--- src/rtl/simple_adder.sv ---
// -----------------------------------------------------------------------------
// simple_adder
//
// Registered unsigned adder. Every rising edge of clk_i samples the two
// operands and registers their sum. The sum wraps modulo 2^DataWidth, or clamps
// to the all-ones value on overflow when Saturate is set. There is no
// handshake: a new result is produced every cycle with exactly one cycle of
// latency.
//
// Parameters:
//   DataWidth  operand/result width in bits (1..64)
//   Saturate   0 = wrap on overflow, 1 = clamp to 2^DataWidth-1
//
// Ports:
//   clk_i     in   1          clock, rising-edge active
//   rst_ni    in   1          asynchronous active-low reset, clears c_data_o
//   a_data_i  in   DataWidth  operand A, unsigned
//   b_data_i  in   DataWidth  operand B, unsigned
//   c_data_o  out  DataWidth  registered sum of A and B (straight from a flop)
// -----------------------------------------------------------------------------
module simple_adder #(
  parameter int unsigned DataWidth = 8,
  parameter bit          Saturate  = 1'b0
) (
  input  logic                 clk_i,
  input  logic                 rst_ni,
  input  logic [DataWidth-1:0] a_data_i,
  input  logic [DataWidth-1:0] b_data_i,
  output logic [DataWidth-1:0] c_data_o
);

  // Reject unsupported widths at elaboration rather than producing odd logic.
  if (DataWidth < 1 || DataWidth > 64) begin : gen_bad_width
    $error("simple_adder: DataWidth must be in 1..64");
  end

  // One extra bit keeps the carry-out visible for the saturation decision.
  logic [DataWidth:0]   sum;
  logic [DataWidth-1:0] result;

  always_comb begin
    // NOTE: every combinational output gets a default first so no path through
    // the block leaves it unassigned; that is what keeps a latch from appearing.
    sum    = {1'b0, a_data_i} + {1'b0, b_data_i};
    result = sum[DataWidth-1:0];
    if (Saturate && sum[DataWidth]) begin
      result = '1;
    end
  end

  // The output register is the only state. Reset is asynchronous on assertion;
  // release is naturally synchronous because the next capture happens on the
  // first rising edge that sees rst_ni high.
  always_ff @(posedge clk_i or negedge rst_ni) begin
    // NOTE: state is updated with non-blocking assignments so every flop samples
    // values from before the edge, independent of statement order.
    if (!rst_ni) begin
      c_data_o <= '0;
    end else begin
      c_data_o <= result;
    end
  end

endmodule

--- config.mk ---
export PLATFORM = sky130hd
export DESIGN_NAME = simple_adder
export DESIGN_NICKNAME = d
export VERILOG_FILES = /design/src/rtl/simple_adder.sv
export SDC_FILE = /design/constraint.sdc
export NUM_CORES = 1
export LEC_CHECK = 0
export CAP_MARGIN = 20
export CORE_MARGIN = 2
export CORE_UTILIZATION = 38
export CTS_CLUSTER_SIZE = 24
export DETAILED_ROUTE_END_ITERATION = 10
export GPL_ROUTABILITY_DRIVEN = 0
export GPL_TIMING_DRIVEN = 0
export HOLD_SLACK_MARGIN = 0.12
export PLACE_DENSITY_LB_ADDON = 0.2
export SYNTH_ARGS = -nofsm -noshare
export SYNTH_HDL_FRONTEND = slang
export SYNTH_SLANG_ARGS = --single-unit
--- constraint.sdc ---
create_clock -name clk_i -period 0.8 [get_ports clk_i]
set_input_delay 0.08 -clock clk_i [delete_from_list [all_inputs] [get_ports clk_i]]
set_output_delay 0.08 -clock clk_i [all_outputs]
set_load 0.005 [all_outputs]
==> qor.yml <==
setup_path:
  slowest_stage: "o31a_1"
  crit_chain: "buf_6 > ha_4 > inv_2 > fa_2 > nor2b_4 > o31a_1 > o311ai_2"
  critical_path_class: "input pin to register"
  worst-path-buf-inv: 2
  critPathCaptureType: "register"
  critPathLaunchType: "input pin"
  cp.required_ns: 0.94
  cp.arrival_ns: 1.20
  path_max_fanout: 3
  crit_family: "compound AO/OA/AOI/OAI gates"
  slowest_delay_ns: 0.27
detailed_routing:
  vias: 537
  antenna_left: 0
  drc: 0
  wire_per_inst_um: 14.72
  drt-pass1-iter-count: 3
  post_drt_via_cell_ratio: 5.163
  routed_wl_um: 1531
  drt_iter0_drc: 2
finish:
  num_antenna_cells: 0
  regArea_um2: 200.2
  regMostFlops: "c_data_o"
  nNetsFinal: 117
  largest_reg_flops: 8
  final_core_util: 0.7933
  syn_to_final_growth_pct: 94.12
  multiInputGateArea_um2: 498.0
  reg_top3: "c_data_o: 8 flops"
  drive_gt1_frac: 0.6854
  num-fill-cells: 85
min_path:
  hold_path_class: "input pin to asynchronous set/reset pin"
synth:
  synth_nets: 76
  syn_avg_cell_area_um2: 10.64
  synth_cell_types: 24
  synthCells: 50
  ys_warn_count: 0
  netlist_area_um2: 531.8
  synth-seq-cells: 8
  yosysSeqAreaShare: 0.3765
floorplanning:
  ioPinCount: 26
  dieArea_um2: 1715
  coreArea_um2: 1301
  die_w_um: 41.41
  dieHeight_um: 41.41
  initial_core_util: 0.4087
  placementRows: 13
power:
  power_density_nw_per_um2: 1405
  power_leakage_nw: 0.4524
  p_total_mw: 1.450
  ir_drop_v: 0.0007902
grt:
  track_usage: 0.1814
  grt_overflow: 0
  first_global_vias: 532
  grt_max_degree: 9
  grt_pass1_wl_um: 2311
  antenna_found_initial: 0
timing:
  period_share: 1.327
  rsz0062_at_grt: "true"
  setup_tns_ns: -1.024
  slew_violations: 0
  finalSetupViolations: 12
  fin_hold_ws_ns: 0.08938
  fin_ws_ns: -0.2617
  finalHoldViolCount: 0
  min_period_ns: 1.062
  max_clock_freq_ghz: 0.9419
  worstMarginPinSlew_ns: 0.3357
  max_slew_margin: 0.7727
place:
  portBuffers: 25
  place_hpwl_um: 890.1
  dp_slack_ns: -0.9452
outcome:
  failed_checks: "negative setup slack"
  status: "finished, violations left"
clock_network:
  path_clk_slew_ns: 0.05
  cts_hold_buf: 1
  cts-root-buf: "clkbuf_4"
  numCtsBuffers: 3
  cts_tree: "done"
  cts_sinks: 8
  h-tree-depth: 1
  clk_path_buf_depth: 2
job:
  drv_cap: 0
-- logic make-up (layout without fill, tap and decap cells) --
| family | after synthesis | count (layout) | share of synthesized area |
|---|---|---|---|
| buffers and inverters | 5 | 44 | 0.03530 |
| AND/OR/NAND/NOR | 7 | 7 | 0.08705 |
| adder cells (fa/ha/maj) | 8 | 8 | 0.2023 |
| flip-flops | 8 | 8 | 0.3765 |
| AO/OA/AOI/OAI | 18 | 18 | 0.2330 |
| XOR/XNOR | 4 | 4 | 0.06589 |
-- power by group --
group | leakage (nW) | internal [mW] | total, mW | switching [mW]
registers | 0.0932 | 0.474 | 0.489 | 0.0154
logic | 0.345 | 0.368 | 0.661 | 0.293
clock network | 0.0138 | 0.171 | 0.300 | 0.129
total | 0.452 | 1.01 | 1.45 | 0.437
-- placed cells by master, fill, tap and decap left out, drive strengths merged, types with 2 or more instances in the layout --
cell	instances
o311ai	2
o211ai	3
dfrtp	8
buf	29
xnor2	2
a21oi	5
o21ai	2
clkdlybuf4s50	3
ha	7
inv	5
xor2	2
nor2b	2
clkbuf	6
-- repair_timing --
item / in CTS / in global routing
endpoints found under the setup margin: 15 / 13
buffers inserted: 6 / 4
gates resized for setup: 100 / 22
pin swaps: 17 / 15
endpoints found under the hold margin: 9 / 8
-- worst max path at each step --
| stage | startpoint | endpoint | slack [ns] | depth (start not counted) |
|---|---|---|---|---|
| global placement | a_data_i[0] | c_data_o[6] | -0.92 | 7 |
| floorplan | a_data_i[0] | c_data_o[6] | -0.33 | 6 |
| global route | b_data_i[0] | c_data_o[6] | -0.32 | 7 |
| detailed placement | a_data_i[0] | c_data_o[6] | -0.95 | 7 |
| CTS | b_data_i[0] | c_data_o[6] | -0.22 | 7 |
| finish | b_data_i[0] | c_data_o[6] | -0.26 | 7 |
-- cell usage after synthesis --
cell type / number / share of area
a211oi_1: 1 / 0.014
a21o_1: 1 / 0.014
a21oi_1: 5 / 0.047
a221oi_1: 1 / 0.016
dfrtp_1: 8 / 0.38
fa_1: 1 / 0.038
ha_1: 7 / 0.16
inv_1: 5 / 0.035
nand2_1: 1 / 0.0071
nand2b_1: 1 / 0.012
nor2_1: 1 / 0.0071
nor2b_1: 1 / 0.012
nor2b_4: 1 / 0.026
nor3_1: 1 / 0.0094
nor3b_1: 1 / 0.014
o211ai_1: 3 / 0.042
o21a_1: 1 / 0.014
o21ai_0: 2 / 0.019
o2bb2ai_1: 1 / 0.016
o311ai_0: 1 / 0.016
o311ai_1: 1 / 0.016
o31a_1: 1 / 0.016
xnor2_1: 2 / 0.033
xor2_1: 2 / 0.033
-- routing by layer --
layer	share of wire	routed length, µm	vias up	global-route usage
met5	0	0	-	0
met4	0.0052	8	0	0.1290
met3	0.062	95	2	0.05652
met2	0.49	749	18	0.2875
met1	0.44	678	252	0.2044
li1	-	-	265	-
-- area by class of cell --
cell class,count,area share
timing repair buffer,36,0.2655
multi-input combinational,37,0.4824
inverter,5,0.01818
sequential,8,0.1939
tap,15,0.01818
clock buffer,3,0.02182
-- stage by stage --
step / cell area (µm²) / cells
after global placement: 815.8 / 90
after detailed placement: 815.8 / 90
after CTS: 970.9 / 100
after global routing: 1032 / 104
final: 1032 / 104
after floorplan: 546.8 / 50
Note: power is estimated with default switching activity, not from simulation.
